$ cat src/rtl/fetch_stage.sv
// Instruction-fetch front end: owns the PC, drives instruction memory and holds the IF/ID
// register, with stall, redirect (one bubble), HALT state and a fetched-instruction counter.
module fetch_stage #(
    parameter int unsigned              PC_W      = 5,
    parameter int unsigned              INSTR_W   = 32,
    parameter logic [INSTR_W-1:0]       HALT_WORD = 32'hFFFF_FFFF,
    parameter int unsigned              CNT_W     = 16
) (
    input  logic               clk,
    input  logic               rst_n,
    input  logic               stall,
    input  logic               redirect_valid,
    input  logic [PC_W-1:0]    redirect_pc,
    output logic [PC_W-1:0]    imem_addr,
    input  logic [INSTR_W-1:0] imem_data,
    output logic [INSTR_W-1:0] instr_id,
    output logic [PC_W-1:0]    pc_id,
    output logic               valid_id,
    output logic               halted,
    output logic [CNT_W-1:0]   fetch_count
);

    typedef enum logic [0:0] {StRun, StHalt} state_e;

    state_e             state_q, state_d;
    logic [PC_W-1:0]    pc_q, pc_d;
    logic [INSTR_W-1:0] instr_q, instr_d;
    logic [PC_W-1:0]    pc_id_q, pc_id_d;
    logic               valid_q, valid_d;
    logic               halted_q, halted_d;
    logic [CNT_W-1:0]   cnt_q, cnt_d;

    always_comb begin
        state_d  = state_q;
        pc_d     = pc_q;
        instr_d  = instr_q;
        pc_id_d  = pc_id_q;
        valid_d  = valid_q;
        cnt_d    = cnt_q;

        // Redirect beats stall: the IF/ID slot becomes a NOP bubble while the target is fetched.
        if (redirect_valid) begin
            pc_d    = redirect_pc;
            instr_d = '0;
            pc_id_d = '0;
            valid_d = 1'b0;
            state_d = StRun;
        end else if (!stall) begin
            unique case (state_q)
                StRun: begin
                    instr_d = imem_data;
                    pc_id_d = pc_q;
                    valid_d = 1'b1;
                    cnt_d   = cnt_q + 1'b1;
                    if (imem_data == HALT_WORD) begin
                        state_d = StHalt;
                    end else begin
                        pc_d = pc_q + 1'b1;
                    end
                end
                StHalt: begin
                    instr_d = '0;
                    pc_id_d = '0;
                    valid_d = 1'b0;
                end
                default: state_d = StRun;
            endcase
        end

        halted_d = (state_d == StHalt);
    end

    always_ff @(posedge clk) begin
        if (!rst_n) begin
            state_q  <= StRun;
            pc_q     <= '0;
            instr_q  <= '0;
            pc_id_q  <= '0;
            valid_q  <= 1'b0;
            halted_q <= 1'b0;
            cnt_q    <= '0;
        end else begin
            state_q  <= state_d;
            pc_q     <= pc_d;
            instr_q  <= instr_d;
            pc_id_q  <= pc_id_d;
            valid_q  <= valid_d;
            halted_q <= halted_d;
            cnt_q    <= cnt_d;
        end
    end

    assign imem_addr   = pc_q;
    assign instr_id    = instr_q;
    assign pc_id       = pc_id_q;
    assign valid_id    = valid_q;
    assign halted      = halted_q;
    assign fetch_count = cnt_q;

endmodule
$ cat config.mk
export PLATFORM = sky130hd
export DESIGN_NAME = fetch_stage
export DESIGN_NICKNAME = d
export VERILOG_FILES = /design/src/rtl/fetch_stage.sv
export SDC_FILE = /design/constraint.sdc
export NUM_CORES = 1
export LEC_CHECK = 0
export BUFFER_PORTS_ARGS = -buffer_cell sky130_fd_sc_hd__buf_2
export CORE_MARGIN = 3
export CORE_UTILIZATION = 50
export DETAILED_ROUTE_END_ITERATION = 6
export MAX_ROUTING_LAYER = met4
export PLACE_DENSITY = 0.86
export SYNTH_ARGS = -nofsm -noshare
export SYNTH_HDL_FRONTEND = slang
export SYNTH_SLANG_ARGS = --single-unit
export TNS_END_PERCENT = 20
$ cat constraint.sdc
create_clock -name clk -period 4.2 [get_ports clk]
set_clock_uncertainty 0.05 [all_clocks]
set_input_delay 0.21 -clock clk [delete_from_list [all_inputs] [get_ports clk]]
set_output_delay 0.21 -clock clk [all_outputs]
set_load 0.05 [all_outputs]
==> impl_metrics.yaml <==
outcome:
  status: "finished clean"
sta:
  fin_crit_sh: 0.462
  finalSetupViolations: 0
  min_period_ps: 1940
  worst_slew_pin_slew_ps: 897
  relSlewSlack: 0.396
  rsz0062_at_grt: "false"
  fmax_mhz: 516
  final-hold-violation-count: 0
  setup_tns_ps: 0
  slew_violations: 0
power_and_ir_drop:
  power_frac_clock: 0.428
  p_leak_nw: 1.46
  pwr_density_cell_nw_per_um2: 427
  combPwrFrac: 0.118
  p_sw_mw: 0.332
  total_power_mw: 1.31
  p_int_mw: 0.982
  p_sw_frac: 0.253
  ir_drop_mv: 0.262
  pwr-share-seq: 0.455
logic_synthesis:
  synth-seq-cells: 60
  synth_cell_types: 28
  synth_area_per_cell_um2: 9.37
  synth_fp_nets: 293
  ys.warnings.count: 0
  netlist_instances: 250
  ys_seq_area_frac: 0.513
  synth_area_um2: 2340
placed_design:
  hpwl_um: 4090
  io_buffer_count: 100
  dpl_cell_area_um2: 2860
  gp_congestion: 0.847
die:
  fp-row-count: 24
  design.die.area_um2: 5540
  die_h_um: 74.5
  die_w_um: 74.5
  top_level_ports: 101
  core_um2: 4440
  start_util: 0.527
finish:
  fillers: 343
  n_antenna_cell: 0
  drive_gt1_frac: 0.344
  syn_to_final_growth_pct: 31.3
  fin_area_um2: 3080
  final_util: 0.692
  final_nets: 390
grt:
  grt_use_total: 0.217
  grt_pass1_wl_um: 8990
  grt_pass1_vias: 1970
  antenna_found_initial: 0
  grt_max_degree: 43
  overflow: 0
routing:
  vias: 2184
  ant_nets: 0
  drc: 0
  dr.pass1.iters: 4
  wirelength_um: 5640
  wl_per_cell_um: 14.0
  drt_iter0_drc: 124
  viasPerCell: 5.41
setup_path:
  cp_cell_sequence: "or4b_4 -> nor4_4 -> nand3_1 -> xnor2_1 -> and2_1"
  worst_setup_path_end_kind: "flip-flop"
  worstPathArrival_ps: 2110
  start_kind: "flip-flop"
  slowest_delay_ps: 580
  cp.required_ps: 4370
  critPathMaxFanout: 5
  path_class: "reg2reg"
  critPathSlowestCell: "or4b_4"
worst_hold_path:
  hold_class: "in2reg"
clocking:
  ctsResizeCount: 0
  cts-root-buf: "clkbuf_8"
  cts_tree: "built"
  cts_sinks: 60
  post-cts-setup-buffer-count: 0
  path_clk_slew_ps: 70
  htreeDepth: 3
  cts_buffers: 9
  clockBufferDepth: 2
  clk_latency_ps: 320
  cts_hold_buf: 0
job:
  max_cap_violations: 0
[area by class of cell]
cell class	count	area, um^2	share of cell area
well taps	52	65.1	0.0211
multi-input cells	171	1070	0.346
repair buffers	102	515	0.168
inverters	3	11.3	0.00366
clock buffers	12	145	0.0472
clock inverters	4	72.6	0.0236
flip-flops and latches	60	1200	0.390
[metal layers]
layer | vias up | track usage | wire length, um
li1 | 1078 | - | -
met1 | 1018 | 0.256 | 2360
met2 | 74 | 0.348 | 2880
met3 | 14 | 0.0378 | 259
met4 | 0 | 0.123 | 134
met5 | - | - | 0
[flip-flops by register name (all words and copies together), names as in the netlist]
name,cells
halted,1
instr_id,32
imem_addr,5
fetch_count,16
pc_id,5
valid_id,1
[synthesized netlist by cell type (all sizes together)]
cell type  count  share of area
inv            3         0.0048
or2            1         0.0027
ha             2          0.011
o21ai          6          0.013
nand2b         1         0.0027
and3           3         0.0080
a21oi          9          0.019
and2          11          0.029
nor3           3          0.011
a22oi         37           0.12
mux2i          2         0.0085
or4b           1         0.0059
nor4           3          0.014
nand3          3         0.0064
a31oi          1         0.0027
xor2           8          0.030
nor2b          4          0.011
buf            2         0.0064
dfxtp         60           0.51
clkbuf        14          0.022
nand2          8          0.013
nor2          42          0.067
xnor2         10          0.037
nand4         15          0.040
a21boi         1         0.0032
[power groups by stage]
stage	combinational (mW)	sequential, mW	clock [mW]
after global placement	0.153	0.609	0
after floorplan	0.0513	0.665	0
after global routing	0.167	0.600	0.601
after CTS	0.156	0.597	0.572
final	0.155	0.597	0.562
after detailed placement	0.155	0.610	0
[final timing paths]
path | startpoint | end | slack, ps | cells past startpoint
worst max register to register | halted | fetch_count[15] | 2260 | 5
worst max-delay path | halted | fetch_count[15] | 2260 | 5
worst min-delay path | imem_data[8] | instr_id[8] | 80 | 3
worst min register to register | valid_id | valid_id | 440 | 2
[metrics by stage]
stage / hold WS [ps] / std cells / setup WS [ps]
2_1_floorplan: 288 / 250 / 2060
3_5_place_dp: 414 / 388 / 1950
4_1_cts: 66.8 / 404 / 2260
5_1_grt: 79.0 / 404 / 2200
6_report: 83.4 / 404 / 2260
3_3_place_gp: 407 / 388 / 2010
[cells by family after synthesis]
group,share of synthesized area
flip-flops,0.513
adder cells (fa/ha/maj),0.0107
buffers and inverters,0.0336
AND/OR/NAND/NOR,0.211
AO/OA/AOI/OAI,0.156
multiplexers,0.00854
XOR/XNOR,0.0673
[critical path, delay by kind of cell (launching register included)]
family / cells / cell delay (ps)
simple gates: 4 / 1280
flops: 1 / 360
xor+xnor: 1 / 150
[layout by cell type (no fill, tap or decap)]
| cell type | synthesis | layout |
|---|---|---|
| inv_1 | 3 | 3 |
| nor3_2 | 2 | 2 |
| ha_1 | 2 | 2 |
| a21boi_0 | 1 | 1 |
| clkinvlp_4 | 0 | 1 |
| xor2_1 | 8 | 8 |
| clkinv_2 | 0 | 1 |
| nor2b_1 | 4 | 4 |
| and2_1 | 11 | 11 |
| nor4_1 | 2 | 2 |
| a31oi_1 | 1 | 1 |
| a21oi_1 | 9 | 9 |
| buf_4 | 0 | 2 |
| mux2i_1 | 2 | 2 |
| or4b_4 | 1 | 1 |
| a22oi_1 | 37 | 37 |
| nor3_1 | 1 | 1 |
| nand2_1 | 8 | 8 |
| clkbuf_1 | 14 | 2 |
| nor2_1 | 42 | 41 |
| buf_2 | 0 | 100 |
| clkbuf_8 | 0 | 10 |
| nor2_2 | 0 | 1 |
| xnor2_1 | 10 | 10 |
| nand3_1 | 3 | 3 |
| nand2b_1 | 1 | 1 |
| bufinv_16 | 0 | 2 |
| o21ai_0 | 6 | 6 |
| dfxtp_1 | 60 | 60 |
| nor4_4 | 1 | 1 |
| nand4_1 | 15 | 15 |
| and3_1 | 3 | 3 |
| or2_1 | 1 | 1 |
No activity file was read; power rests on OpenSTA's default activity.
